==> config.mk <==
export PLATFORM = sky130hd
export DESIGN_NAME = isqrt_sequencer
export DESIGN_NICKNAME = d
export VERILOG_FILES = /design/src/rtl/isqrt_sequencer.sv
export SDC_FILE = /design/constraint.sdc
export NUM_CORES = 1
export LEC_CHECK = 0
export CAP_MARGIN = 20
export CORE_MARGIN = 8
export CORE_UTILIZATION = 57
export DETAILED_ROUTE_END_ITERATION = 7
export PLACE_DENSITY = 0.92
export RECOVER_POWER = 100
export SLEW_MARGIN = 20
export SYNTH_ARGS = -nofsm -noshare
export SYNTH_HDL_FRONTEND = slang
export SYNTH_SLANG_ARGS = --single-unit
==> constraint.sdc <==
create_clock -name clk -period 6.6 [get_ports clk]
set_input_delay 0.99 -clock clk [delete_from_list [all_inputs] [get_ports clk]]
set_output_delay 0.99 -clock clk [all_outputs]
set_load 0.02 [all_outputs]
==> src/rtl/isqrt_sequencer.sv <==
// Restoring integer square-root sequencer: one root bit per clock, with the
// trial subtrahend gated to zero whenever the trial subtraction would go negative.
module isqrt_sequencer #(
  parameter int SIZE = 32
) (
  input  logic                clk,
  input  logic                rst,
  input  logic                start,
  input  logic [SIZE-1:0]     radicand,
  output logic                ready,
  output logic                busy,
  output logic                done,
  output logic [SIZE/2-1:0]   root,
  output logic [SIZE/2:0]     remainder
);

  localparam int R  = SIZE / 2;
  localparam int W  = R + 2;
  localparam int CW = (R > 2) ? $clog2(R) : 1;

  // One-hot encoding so ready/busy/done come straight off state flops.
  typedef enum logic [2:0] {
    IDLE = 3'b001,
    ITER = 3'b010,
    DONE = 3'b100
  } state_t;

  state_t          state_q, state_d;
  logic [SIZE-1:0] op_q, op_d;
  logic [W-1:0]    rem_q, rem_d;
  logic [R-1:0]    root_q, root_d;
  logic [CW-1:0]   cnt_q, cnt_d;

  logic [W-1:0]    rem_sh_s;
  logic [W-1:0]    trial_s;
  logic [W-1:0]    sub_s;
  logic            fit_s;

  assign rem_sh_s = {rem_q[W-3:0], op_q[SIZE-1:SIZE-2]};
  assign trial_s  = {root_q, 2'b01};
  assign fit_s    = (rem_sh_s >= trial_s);
  assign sub_s    = fit_s ? trial_s : {W{1'b0}};

  always_ff @(posedge clk or posedge rst) begin
    if (rst) begin
      state_q <= IDLE;
      op_q    <= {SIZE{1'b0}};
      rem_q   <= {W{1'b0}};
      root_q  <= {R{1'b0}};
      cnt_q   <= {CW{1'b0}};
    end else begin
      state_q <= state_d;
      op_q    <= op_d;
      rem_q   <= rem_d;
      root_q  <= root_d;
      cnt_q   <= cnt_d;
    end
  end

  always_comb begin
    state_d = state_q;
    op_d    = op_q;
    rem_d   = rem_q;
    root_d  = root_q;
    cnt_d   = cnt_q;
    case (state_q)
      IDLE: begin
        if (start) begin
          op_d    = radicand;
          rem_d   = {W{1'b0}};
          root_d  = {R{1'b0}};
          cnt_d   = CW'(R - 1);
          state_d = ITER;
        end else begin
          state_d = IDLE;
        end
      end
      ITER: begin
        // Erased subtrahend keeps rem' unchanged on a failed trial.
        rem_d  = rem_sh_s - sub_s;
        root_d = {root_q[R-2:0], fit_s};
        op_d   = {op_q[SIZE-3:0], 2'b00};
        cnt_d  = cnt_q - {{(CW-1){1'b0}}, 1'b1};
        if (cnt_q == {CW{1'b0}}) begin
          cnt_d   = {CW{1'b0}};
          state_d = DONE;
        end else begin
          state_d = ITER;
        end
      end
      DONE: begin
        state_d = IDLE;
      end
      default: begin
        state_d = IDLE;
      end
    endcase
  end

  assign ready     = state_q[0];
  assign busy      = state_q[1];
  assign done      = state_q[2];
  assign root      = root_q;
  assign remainder = rem_q[R:0];

endmodule

# Yosys cells after proc, flatten, opt, wreduce, memory -nomap -nowiden
# Cells that the tools add are included.
# word_totals
regBits	72
output_inout_bits	36
wordCells	27
input_bits	35
# classes
n_lt_le_gt_ge	1
n_eq_ne	3
add_sub_neg	2
n_reduce_logical	3
mux	13
# op_table
cell	n
$pmux W32 S2	1
$mux W17	2
$pmux W17 S2	1
$mux W32	1
$pmux W16 S2	1
$ge A18 B18 Y1	1
$sub A17 B17 Y17	1
$mux W16	1
$mux W4	2
$pmux W4 S2	1
$pmux W3 S2	1
$logic_not A4 Y1	1
$sub A4 B1 Y4 const B	1
$eq A3 B1 Y1 const B	1
$eq A3 B2 Y1 const B	1
$mux W3	1
$mux W2	1
$ne A2 B2 Y1 const B	1
$reduce_and A2 Y1	1
$reduce_bool A2 Y1	1

# Longest topological paths before layout
# Gate-level depths: netlist (run 1).
# logic_depth
depth_word	4
ltp_mapped	16
mapped_depth_nobuf	15

# Worst setup path after synthesis (run 1)
# Ideal clock, no wire load.
# synth_timing
kind	register to register
startpoint	reg root_q[10] (netlist: root[10])
endpoint	reg rem_q[15]
stages_incl_launch_ff	16
arrival_time_ps	3331
path_buffers	1
period_less_slack_ps	3463
slack_ps	3137
t_required_ps	6469
setup_time_ps	131
path_cell_list	dfrtp_1 > inv_1 > ha_1 > nand4_2 > a2111oi_4 > o31ai_2 > nand3_1 > buf_2 > nand2_1 > ha_1 > a21o_1 > a22o_1 > a2111oi_0 > a21boi_1 > xnor2_1 > o21ai_1
# synth_via
elab_chain_len	4
# synth_lines
element	line_no	text
start: declaration	31	logic [R-1:0] root_q, root_d;
start signal: assignment	49	root_q <= {R{1'b0}};
start signal: assignment	55	root_q <= root_d;
$ge A18 B18 Y1	41	assign fit_s = (rem_sh_s >= trial_s);
$mux W17 (*)	42	assign sub_s = fit_s ? trial_s : {W{1'b0}};
$sub A17 B17 Y17 (*)	80	rem_d = rem_sh_s - sub_s;
$pmux W17 S2 (*)	66	case (state_q)
end signal: assignment	48	rem_q <= {W{1'b0}};
end signal: assignment	54	rem_q <= rem_d;
end: declaration	30	logic [W-1:0] rem_q, rem_d;
# Mark *: on every way between the ends. The rest lies on a longest branch, timed or not.
# A chain may end at the register's enable or synchronous reset.

# Worst setup path after layout (run 1)
# layout_timing
startpoint	reg root_q[13] (netlist: root[13])
endpoint	reg rem_q[14]
# layout_via
elab_chain_len	4
# layout_lines
element	line_no
$ge A18 B18 Y1	41
$mux W17	42
$sub A17 B17 Y17	80
$pmux W17 S2	66
# No other way between the ends.

==> impl_metrics.toml, run 1 <==
[clocking]
clock_latency_ns = 0.36
cts_buffer_depth = 2
cts_buffers = 9
cts_sinks = 72
post_cts_resized = 0
cts_tree = "yes"
post_cts_buffers = 0
htree_levels = 3
clkSlewWorstSetupHoldPaths_ns = 0.08
hold_buffers = 0
clockRootBuffer = "clkbuf_8"

[placed_design]
portBuffers = 70
dpl.hpwl_mm = 7.18
place_congestion = 0.952

[die]
core_um2 = 6760
initial_utilization_pct = 58.5
num_io_pins = 71
fp.dieW_um = 99.3
dieArea_um2 = 9850
fp-row-count = 30
die_y_um = 99.3

[finish]
utilization_pct = 72.5
drive_above_1_share_pct = 6.15
layout_common_cells = "dfrtp_1, nor2_1, nand2_1"
multi_input_area_um2 = 1960
area.growth.synth_to_final_pct = 24.0
seqCellArea_um2 = 1800
diodes = 0
nets = 552
final_common_cell = "dfrtp_1"
n_fill_cell = 494

[yosys]
synth_area_leaders = "dfrtp_1, ha_1, o22ai_1"
async_flop_share_pct = 100
syn_inst = 415
ys_types = 56
synth_edf_count = 0
netlist.area_leader.share_pct = 45.0
synth_ff_type = "dfrtp_1"
synth_top_cell_by_area = "dfrtp_1"
yosys_warnings = 0
ys_ff_latch = 72
ys_seq_area_share_pct = 45.6
synth_nets = 484
mappedNetlistArea_um2 = 3950
avgSynthCellArea_um2 = 9.52

[global_route]
grt.overflow.total = 0
grt_max_degree = 73
antenna_found_initial = 0
grt.total_usage_pct = 21.3
grt_pass1_vias = 3471
grt_pass1_wl_mm = 16.9

[critical_path]
rr_startpoint = "root[13]"
worstPathMaxFanout = 16
r2r_setup_slack_ns = 2.38
worstReg2RegEnd = "rem_q[14]"
cp.required_ns = 6.73
path_class = "reg -> reg"
crit_arrival_ns = 4.35
start_kind = "flop"
setup.worst_path.end_class = "flop"
ff2ff_path_depth = 15

[timing]
tightest_slew_ns = 2.76
finalCritPeriodShare_pct = 64.0
period_needed_ns = 4.22
setup_viol = 0
finalMaxSlewViolations = 107
hold_violations = 0
clock.fmax_mhz = 237
slew_headroom_pct = -83.8
fin_skew_ns = 0.0126
rsz0062_at_grt = "false"
setup_tns_ns = 0

[run_status]
violations = "capacitance limit, slew limit"
outcome = "finished with violations"

[pwr]
ir_drop_mv = 0.243
power_density_nw_per_um2 = 448
p_leak_uw = 0.00217

[route]
drtPass1Iterations = 4
via_count = 3396
ant_nets = 0
viasPerCell = 5.98
dr.first_iter.drc_count = 279
drc = 0
routedWlPerCell_um = 18.0
wl_mm = 10.2

[worst_hold_path]
hp-start = "rem_q[16]"
hold_path_end = "rem_q[16]"
hold-path-cell-count = 2
worstHoldPathType = "reg -> reg"

[run]
max_cap_violations = 2
[synth_stat cells (5+ instances only)]
master    count
o21ai_0      16
nor2_1       58
nand2_1      48
o22ai_1      41
xnor2_1       9
dfrtp_1      71
a21o_1        7
o21ai_1      10
clkbuf_1     10
buf_2         5
inv_1        22
a21oi_1      13
a22oi_1       5
ha_1         34
[per-stage QoR]
stage                     instances  hold WS, ns  setup WS [ns]  cell area (µm²)  power (µW)
after floorplan                 415        0.446           3.14             3950        1530
after global placement          552        0.462           2.91             4710        1770
after detailed placement        552        0.475           2.74             4710        1830
after CTS                       568        0.491           2.68             4940        2250
after global routing            568        0.522           2.09             4900        2350
final                           568        0.480           2.38             4900        2200
[power by group]
group          leakage, µW  switching [µW]  internal [µW]
Clock             0.000105             177            224
Sequential        0.000884             105            583
Combinational      0.00118             658            450
Total              0.00217             939           1260
[flip-flops by register name (all words and copies together), names as in the netlist]
| signal | count |
|---|---|
| cnt_q | 4 |
| op_q | 32 |
| rem_q | 17 |
| root | 16 |
| state_q | 3 |
[worst max-delay path: stages, from the launching register on]
cell	delay, ns
dfrtp_1	0.38
inv_1	0.08
ha_1	0.32
a21oi_1	0.16
nor2_1	0.05
a211oi_1	0.41
nand3_1	0.55
nand2_1	0.22
ha_1	0.32
a21o_1	0.19
a22o_1	0.25
nor2_1	0.15
a21boi_0	0.48
o21ai_0	0.18
xnor2_1	0.16
o21ai_1	0.07
[metal layers]
| metal | track usage, % | vias up | share of wire, % |
|---|---|---|---|
| met5 | 0 | - | 0 |
| met4 | 6.40 | 0 | 1.7 |
| met3 | 6.91 | 19 | 7.5 |
| met2 | 35.4 | 145 | 49 |
| met1 | 25.7 | 1627 | 41 |
| li1 | - | 1605 | - |
[final cells by class]
class | instances | area share [%]
timing repair buffer | 74 | 14.7
clock inverter | 6 | 1.86
multi-input combinational | 303 | 40.0
tap | 80 | 2.04
clock buffer | 10 | 2.81
sequential | 72 | 36.8
inverter | 23 | 1.76
[worst max path at each step]
stage	start	end	slack [ns]	cells after the start
after floorplan	root[10]	rem_q[15]	3.14	15
after global placement	root[13]	rem_q[13]	2.91	15
after detailed placement	rem_q[6]	rem_q[15]	2.74	13
after CTS	root[13]	rem_q[15]	2.68	14
after global routing	root[13]	rem_q[16]	2.09	15
final	root[13]	rem_q[14]	2.38	15
[cells by family after synthesis]
| logic type | synth area share, % |
|---|---|
| simple gates | 15.8 |
| compound gates | 21.0 |
| flops | 45.6 |
| buf+inv | 3.96 |
| fa+ha+maj | 10.8 |
| xor+xnor | 2.88 |
Note: power is estimated with default switching activity, not from simulation.
==> inputs of run 2 (changes only) <==
CORE_UTILIZATION = 53   (was 57)
PLACE_DENSITY = 0.86   (was 0.92)
clock period = 4.3 ns   (was 6.6 ns; I/O delays follow)
==> run 2 against run 1 <==
Against the previous run: hold slack improved by 0.0066 ns; non-clock buffer count did not move; via count rose by 0.88%; critical path type unchanged; sequential cell count stayed put; clock skew shrank 0.0040 ns; die area up 6.3%; setup slack worse by 2.1 ns; first-iteration DRC count down 48%; wire length shrank 1.4%; core utilization decreased by 5.3 points; combinational power grew 56%; the run still ends with capacitance limit, slew limit left; clock-buffer cell count unchanged.
==> impl_metrics.toml, run 2 (same netlist as run 1, synthesis figures left out) <==
[route]
ant_nets = 0
drtPass1Iterations = 4
drc = 0
via_count = 3426
dr.first_iter.drc_count = 145
wl_mm = 10.1
routedWlPerCell_um = 17.2
viasPerCell = 5.86

[timing]
tightest_slew_ns = 1.95
hold_violations = 0
slew_headroom_pct = -30.1
period_needed_ns = 4.01
rsz0062_at_grt = "false"
clock.fmax_mhz = 249
setup_viol = 0
finalMaxSlewViolations = 44
setup_tns_ns = 0
fin_skew_ns = 0.00865
finalCritPeriodShare_pct = 93.2

[die]
dieArea_um2 = 10500
die_y_um = 102
core_um2 = 7250
fp.dieW_um = 102
num_io_pins = 71
initial_utilization_pct = 54.5
fp-row-count = 31

[critical_path]
worstPathCellList = "inv_1 -> ha_1 -> a21oi_1 -> o21ai_0 -> a22oi_1 -> nand3_1 -> nand2_1 -> ha_1 -> a21o_1 -> a22o_1 -> nor2_1 -> a21boi_2 -> o21ai_1 -> xnor2_1 -> o21ai_1"
crit_path_top_delay_cell = "nand3_1"
crit_arrival_ns = 4.23
r2r_setup_slack_ns = 0.29
rr_startpoint = "root[5]"
path_class = "reg -> reg"
cp.required_ns = 4.52
path_buf_inv = 1
worst_path_largest_cell_delay_ns = 0.60
cp_top_family = "compound AO/OA/AOI/OAI gates"
ff2ff_path_depth = 15
worstPathMaxFanout = 16
worstReg2RegEnd = "rem_q[14]"
start_kind = "flop"
setup.worst_path.end_class = "flop"

[run]
max_cap_violations = 2

[finish]
multi_input_area_um2 = 1960
diodes = 0
area.growth.synth_to_final_pct = 23.4
drive_above_1_share_pct = 6.17
largest_reg_flops = 32
final_common_cell = "dfrtp_1"
fin_cells = 585
nets = 552
seqCellArea_um2 = 1800
layout_common_cells = "dfrtp_1, nor2_1, nand2_1"
n_fill_cell = 613
top_register = "op_q"

[run_status]
outcome = "finished with violations"
violations = "capacitance limit, slew limit"

[placed_design]
dp_cells = 571
dpl.hpwl_mm = 7.34
portBuffers = 70
place_congestion = 0.858

[clocking]
htree_levels = 3
post_cts_buffers = 0
hold_buffers = 0
cts_tree = "yes"
cts_buffer_depth = 2
post_cts_resized = 0
cts_buffers = 9
clock_latency_ns = 0.34
clockRootBuffer = "clkbuf_8"
cts_sinks = 72
clkSlewWorstSetupHoldPaths_ns = 0.08

[global_route]
grt_pass1_wl_mm = 16.8
grt.total_usage_pct = 20.5
antenna_found_initial = 0
grt_pass1_vias = 3578
grt.overflow.total = 0
grt_max_degree = 44

[pwr]
power_density_nw_per_um2 = 674
p_leak_uw = 0.00216
ir_drop_mv = 0.321

[worst_hold_path]
hold_path_end = "rem_q[16]"
hold-path-cell-count = 2
hp-start = "rem_q[16]"
worstHoldPathType = "reg -> reg"
==> run 2: changes by cell type in the layout (fill, tap and decap cells not counted), sizes merged <==
| cell | previous run | this run |
|---|---|---|
| clkdlybuf4s50 | 32 | 33 |
| dlygate4sd3 | 38 | 37 |
| bufinv | 2 | 1 |
| clkbuf | 13 | 12 |
| clkinvlp | 3 | 1 |
| buf | 1 | 2 |
| clkinv | 1 | 2 |
==> run 2: where the power goes <==
group,internal [µW],switching [µW]
Clock,260,248
Combinational,699,1030
Sequential,894,154
==> run 2: metrics by stage <==
step	utilization, %	hold slack, ns	instance area, µm²	power, µW	setup WS [ns]
after floorplan	-	0.446	3950	2340	0.837
after detailed placement	65.3	0.471	4740	2820	0.345
after global routing	67.2	0.528	4870	3520	0.0166
final	67.2	0.487	4870	3290	0.291
after global placement	65.3	0.461	4740	2740	0.532
after CTS	67.7	0.495	4910	3350	0.300
==> run 2: worst reg2reg max path: stages, from the launching register on <==
cell and delay [ns]:
dfrtp_1 0.39, inv_1 0.09, ha_1 0.31, a21oi_1 0.15, o21ai_0 0.12, a22oi_1 0.36, nand3_1 0.60, nand2_1 0.25
ha_1 0.32, a21o_1 0.19, a22o_1 0.25, nor2_1 0.18, a21boi_2 0.29, o21ai_1 0.11, xnor2_1 0.19, o21ai_1 0.08
==> run 2: worst max-delay path by stage <==
stage          startpoint  cells past startpoint        end  slack [ns]
5_1_grt           root[7]                     15  rem_q[14]        0.02
3_5_place_dp      root[9]                     14  rem_q[15]        0.34
6_report          root[5]                     15  rem_q[14]        0.29
2_1_floorplan    root[10]                     15  rem_q[15]        0.84
4_1_cts           root[5]                     14  rem_q[15]        0.30
3_3_place_gp      root[9]                     15  rem_q[14]        0.53
==> run 2: final cells by class <==
cell class                      count  area share, %
Timing Repair Buffer               74           14.9
Inverter                           23           1.77
Sequential cell                    72           37.0
Multi-Input combinational cell    303           40.2
Clock buffer                       10           2.62
Tap cell                           99           2.54
Clock inverter                      4          0.975
==> run 2: metal layers <==
layer / global-route usage, % / share of wire [%] / vias to the layer above
met5: 0 / 0 / -
met4: 8.92 / 1.5 / 0
met3: 5.18 / 8.1 / 12
met2: 33.4 / 48 / 133
met1: 25.0 / 43 / 1668
li1: - / - / 1613
